[src/rtl/mvm_uart_bridge.sv]
// mvm_uart_bridge: UART byte framing to/from an MVM core (kx frame assembly, sign-extended y serialisation)
module mvm_uart_bridge #(
  parameter int BITS_PER_WORD = 8,
  parameter int R = 2,
  parameter int C = 2,
  parameter int W_X = 2,
  parameter int W_K = 2,
  parameter int W_Y_OUT = 32,
  parameter logic [BITS_PER_WORD-1:0] SYNC_BYTE = 8'hA5,
  parameter int TIMEOUT_CYCLES = 1000,
  localparam int W_BUS_KX = R*C*W_K + C*W_X,
  localparam int W_Y = W_X + W_K + $clog2(C),
  localparam int W_BUS_Y = R*W_Y,
  localparam int N_IN = (W_BUS_KX + BITS_PER_WORD - 1) / BITS_PER_WORD,
  localparam int N_OUT = R*W_Y_OUT / BITS_PER_WORD
) (
  input  logic                     clk,
  input  logic                     rst,
  input  logic                     s_byte_valid,
  input  logic [BITS_PER_WORD-1:0] s_byte_data,
  output logic                     m_kx_valid,
  input  logic                     m_kx_ready,
  output logic [W_BUS_KX-1:0]      m_kx_data,
  input  logic                     s_y_valid,
  output logic                     s_y_ready,
  input  logic [W_BUS_Y-1:0]       s_y_data,
  output logic                     m_byte_valid,
  input  logic                     m_byte_ready,
  output logic [BITS_PER_WORD-1:0] m_byte_data,
  output logic                     rx_overflow,
  output logic [7:0]               rx_timeout_cnt
);
  localparam int B = BITS_PER_WORD;
  localparam int IW = $clog2(N_IN + 1);
  localparam int OW = $clog2(N_OUT + 1);
  localparam int TW = $clog2(TIMEOUT_CYCLES + 1);
  typedef enum logic [1:0] {HUNT, COLLECT, HOLD} rx_e;
  typedef enum logic [1:0] {IDLE, HDR, BODY} tx_e;
  rx_e rx_q;
  tx_e tx_q;
  logic [N_IN*B-1:0] ibuf_q, ibuf_d;
  logic [IW-1:0] iidx_q;
  logic [TW-1:0] idle_q;
  logic ovf_q;
  logic [7:0] tcnt_q;
  logic [R*W_Y_OUT-1:0] obuf_q, obuf_d;
  logic [OW-1:0] oidx_q;
  logic rdy_q;
  always_comb begin
    ibuf_d = ibuf_q;
    ibuf_d[iidx_q*B +: B] = s_byte_data;
  end
  always_ff @(posedge clk) begin
    if (rst) begin
      rx_q <= HUNT;
      ibuf_q <= '0;
      iidx_q <= '0;
      idle_q <= '0;
      ovf_q <= 1'b0;
      tcnt_q <= '0;
    end else begin
      case (rx_q)
        HUNT: if (s_byte_valid && s_byte_data == SYNC_BYTE) begin
          rx_q <= COLLECT;
          iidx_q <= '0;
          idle_q <= '0;
        end
        COLLECT: if (s_byte_valid) begin
          ibuf_q <= ibuf_d;
          iidx_q <= iidx_q + 1'b1;
          idle_q <= '0;
          if (iidx_q == IW'(N_IN - 1)) rx_q <= HOLD;
        end else if (idle_q == TW'(TIMEOUT_CYCLES - 1)) begin
          rx_q <= HUNT;
          tcnt_q <= tcnt_q + 8'(tcnt_q != 8'hFF);
        end else idle_q <= idle_q + 1'b1;
        HOLD: begin
          if (s_byte_valid) ovf_q <= 1'b1;
          if (m_kx_ready) rx_q <= HUNT;
        end
        default: rx_q <= HUNT;
      endcase
    end
  end
  assign m_kx_valid = rx_q == HOLD;
  assign m_kx_data = ibuf_q[W_BUS_KX-1:0];
  assign rx_overflow = ovf_q;
  assign rx_timeout_cnt = tcnt_q;
  // each W_Y-bit row is widened to W_Y_OUT with its sign bit
  always_comb begin
    obuf_d = '0;
    for (int r = 0; r < R; r++)
      obuf_d[r*W_Y_OUT +: W_Y_OUT] = W_Y_OUT'($signed(s_y_data[r*W_Y +: W_Y]));
  end
  always_ff @(posedge clk) begin
    if (rst) begin
      tx_q <= IDLE;
      obuf_q <= '0;
      oidx_q <= '0;
      rdy_q <= 1'b0;
    end else begin
      case (tx_q)
        IDLE: begin
          rdy_q <= 1'b1;
          if (s_y_valid && rdy_q) begin
            obuf_q <= obuf_d;
            tx_q <= HDR;
            rdy_q <= 1'b0;
          end
        end
        HDR: if (m_byte_ready) begin
          tx_q <= BODY;
          oidx_q <= '0;
        end
        BODY: if (m_byte_ready) begin
          oidx_q <= oidx_q + 1'b1;
          if (oidx_q == OW'(N_OUT - 1)) begin
            tx_q <= IDLE;
            rdy_q <= 1'b1;
          end
        end
        default: tx_q <= IDLE;
      endcase
    end
  end
  assign s_y_ready = rdy_q;
  assign m_byte_valid = tx_q != IDLE;
  assign m_byte_data = tx_q == HDR ? SYNC_BYTE : tx_q == BODY ? obuf_q[oidx_q*B +: B] : '0;
endmodule

[config.mk]
export PLATFORM = sky130hd
export DESIGN_NAME = mvm_uart_bridge
export DESIGN_NICKNAME = d
export VERILOG_FILES = /design/src/rtl/mvm_uart_bridge.sv
export SDC_FILE = /design/constraint.sdc
export NUM_CORES = 1
export LEC_CHECK = 0
export CAP_MARGIN = 30
export CELL_PAD_IN_SITES_DETAIL_PLACEMENT = 0
export CELL_PAD_IN_SITES_GLOBAL_PLACEMENT = 1
export CORE_MARGIN = 5
export CORE_UTILIZATION = 37
export DETAILED_ROUTE_END_ITERATION = 8
export HOLD_SLACK_MARGIN = 0.05
export PLACE_DENSITY = 0.84
export SYNTH_ARGS = -nofsm -noshare
export SYNTH_HDL_FRONTEND = slang
export SYNTH_SLANG_ARGS = --single-unit
[constraint.sdc]
create_clock -name clk -period 2.9 [get_ports clk]
set_input_delay 0.58 -clock clk [delete_from_list [all_inputs] [get_ports clk]]
set_output_delay 0.58 -clock clk [all_outputs]
set_load 0.02 [all_outputs]
==> flow_summary_export.csv <==
group,metric,value,unit
outcome,status,"finished, final reports clean",
worst_setup_path,cp_top_family,"buffers and inverters",
clock_tree,clk_pin_slew_worst_paths,90,ps
cells_and_area,diodes,0,
clock_tree,clk_path_buf_depth,2,
worst_setup_path,critPathBufInv,1,
synthesis,synth_area,2560,µm²
detailed_routing,drc,0,
synthesis,synthFlopType,"dfxtp_1",
synthesis,yosys_register_bits,52,
timing,relSlewSlack,49.8,%
synthesis,yosys_warnings,0,
worst_setup_path,critPathCaptureType,"output pin",
detailed_routing,via_per_inst,5.31,
detailed_routing,via_count,2422,
floorplan,ios,56,
synthesis,synthCells,324,
timing,rsz0062_at_grt,"false",
detailed_routing,wl_per_cell,13.4,µm
floorplan,dieArea,8690,µm²
synthesis,synthArstFlopShare,0,%
clock_tree,cts_buffers,5,
global_routing,overflow,0,
cells_and_area,nNetsFinal,407,
job,maxCapViolations,0,
global_routing,grt_pass1_wl,10200,µm
timing,finalCritPeriodShare,90.8,%
floorplan,start_util,37.9,%
detailed_routing,firstDrtPassIters,4,
synthesis,syn_nets,356,
detailed_routing,antenna_left,0,
timing,fin_crit,2630,ps
synthesis,yosysUniqueCellTypes,46,
global_routing,grt_util_all_layers,14.1,%
clock_tree,cts_root_buf,"clkbuf_8",
clock_tree,cts_tree,"yes",
worst_setup_path,arrival,2050,ps
power,ir_worst_vdd,0.236,mV
clock_tree,htree_levels,2,
timing,drv_slew,0,
timing,hold_viol_final,0,
timing,setup_violations,0,
synthesis,synth-seq-area-share,40.6,%
synthesis,syn_avg_cell_area,7.91,µm²
cells_and_area,area_growth_syn_to_layout,28.5,%
power,cellPowerDensity,410,nW/µm²
global_routing,grt_max_degree,32,
floorplan,dieHeight,93.2,µm
synthesis,synth_edf_count,0,
worst_setup_path,cpPeakStageDelay,630,ps
worst_setup_path,cp-start-kind,"flop",
global_routing,grt_pass1_vias,2275,
worst_setup_path,crit_required,2320,ps
worst_setup_path,crit_chain,"nor2_1 > o211ai_1 > o21ai_0 > clkdlybuf4s50_1",
clock_tree,numClockSinks,52,
timing,worstMarginPinSlew,752,ps
min_path,hold_class,"flop to flop",
placed_design,hpwl,4460,µm
clock_tree,cts-resized-gates,0,
power,p_leak,1.08,nW
worst_setup_path,critical-path-slowest-cell,"clkdlybuf4s50_1",
floorplan,rows,30,
clock_tree,post-cts-setup-buffer-count,0,
detailed_routing,drt_iter0_drc,119,
placed_design,port_buffers,55,
placed_design,place_congestion,0.791,
clock_tree,holdBufCountCts,0,
floorplan,dieWidth,93.2,µm
power,finalPower,1.35,mW
timing,setup_tns,0,ps
global_routing,antenna_found_initial,0,
worst_setup_path,worstSetupPathType,"flop to output pin",
clock_tree,worst_skew_pair.late_latency,310,ps
timing,finClkSkew,5.59,ps
cells_and_area,drive_above_1_share,6.38,%
worst_setup_path,worst-path-max-fanout,15,
floorplan,core_area,6760,µm²
detailed_routing,drt_wl_total,6130,µm
timing,max_freq,380,MHz
[per-stage QoR]
stage	hold WS, ps	setup WS (ps)	util [%]	cells	area, µm²
6_report	453	266	48.7	456	3290
4_1_cts	458	271	48.7	456	3290
5_1_grt	474	105	48.7	456	3290
3_3_place_gp	439	192	47.1	448	3190
3_5_place_dp	445	157	47.1	448	3190
2_1_floorplan	432	532	-	324	2560
[layer usage]
metal	vias to the layer above	GRT usage (%)	part of all wire, %
li1	1262	-	-
met1	1097	18.4	48
met2	58	22.6	46
met3	5	3.54	4.9
met4	0	5.01	0.86
met5	-	0	0
[cell usage in the layout, fill, tap and decap left out, types with 4 or more instances in the layout]
| cell type | count |
|---|---|
| o31ai_1 | 6 |
| a21oi_1 | 46 |
| and3_1 | 4 |
| nand4_1 | 5 |
| o21ai_0 | 12 |
| nor3_1 | 6 |
| nor2b_1 | 6 |
| nand2_1 | 52 |
| buf_4 | 9 |
| dfxtp_1 | 52 |
| or4_1 | 4 |
| clkdlybuf4s50_1 | 54 |
| nand3_1 | 23 |
| clkbuf_8 | 5 |
| inv_1 | 10 |
| nand2b_1 | 4 |
| nor3b_1 | 4 |
| ha_1 | 8 |
| nor2_1 | 18 |
[power breakdown]
group	total, mW	leakage [nW]	internal [mW]	switching (mW)
sequential	0.735	0.420	0.725	0.0105
clock	0.491	0.0552	0.256	0.235
combinational	0.125	0.605	0.0625	0.0622
[area by class of cell]
type | instances | area (µm²)
Sequential cell | 52 | 1040
Clock buffer | 6 | 72.6
Inverter | 10 | 37.5
Tap cell | 80 | 100
Timing Repair Buffer | 64 | 613
Clock inverter | 2 | 35.0
Fill cell | 687 | 3460
Multi-Input combinational cell | 242 | 1390
[worst paths after layout]
check / start / endpoint / slack [ps] / cells past startpoint
worst max-delay path: tx_q[0] / m_byte_data[2] / 270 / 4
worst max register to register: rx_q[0] / rx_timeout_cnt[3] / 630 / 4
worst min register to register: obuf_q[0] / obuf_q[0] / 450 / 2
worst min-delay path: obuf_q[0] / obuf_q[0] / 450 / 2
[synth_stat cells (all sizes together) (3+ instances only)]
library cell / n / share of area [%]
nor2b: 6 / 1.5
and3: 4 / 0.98
nand2b: 4 / 0.98
a31oi: 3 / 0.73
a21oi: 46 / 9.0
xnor2: 3 / 1.0
nand4: 5 / 1.2
clkbuf: 16 / 2.3
nand2: 52 / 7.6
mux2: 3 / 1.3
nor2: 18 / 2.6
o31ai: 6 / 1.8
inv: 10 / 1.5
buf: 4 / 1.2
ha: 8 / 3.9
dfxtp: 52 / 41
o32ai: 3 / 1.0
nor3: 6 / 1.2
or4: 5 / 1.6
nor3b: 4 / 1.2
nand3: 23 / 4.5
o21ai: 12 / 2.3
[tightest hold or removal path: cells and delay by family (launching register included)]
kind            cells  cell delay [ps]
compound gates      1               50
flops               1              310
simple gates        1               50
[sequential cells by signal, summed over array words and instances, names as in the netlist]
signal,cells
idle_q,10
tx_q,2
s_y_ready,1
rx_q,2
obuf_q,10
rx_overflow,1
iidx_q,2
ibuf_q,12
oidx_q,4
rx_timeout_cnt,8
[cells by family after synthesis]
| family | after synthesis | share of synthesized area, % |
|---|---|---|
| simple gates | 142 | 28.0 |
| compound gates | 84 | 19.4 |
| flops | 52 | 40.6 |
| buf+inv | 30 | 5.03 |
| fa+ha+maj | 8 | 3.90 |
| mux | 5 | 2.10 |
| xor+xnor | 3 | 1.03 |
(Power assumes the default switching activity.)
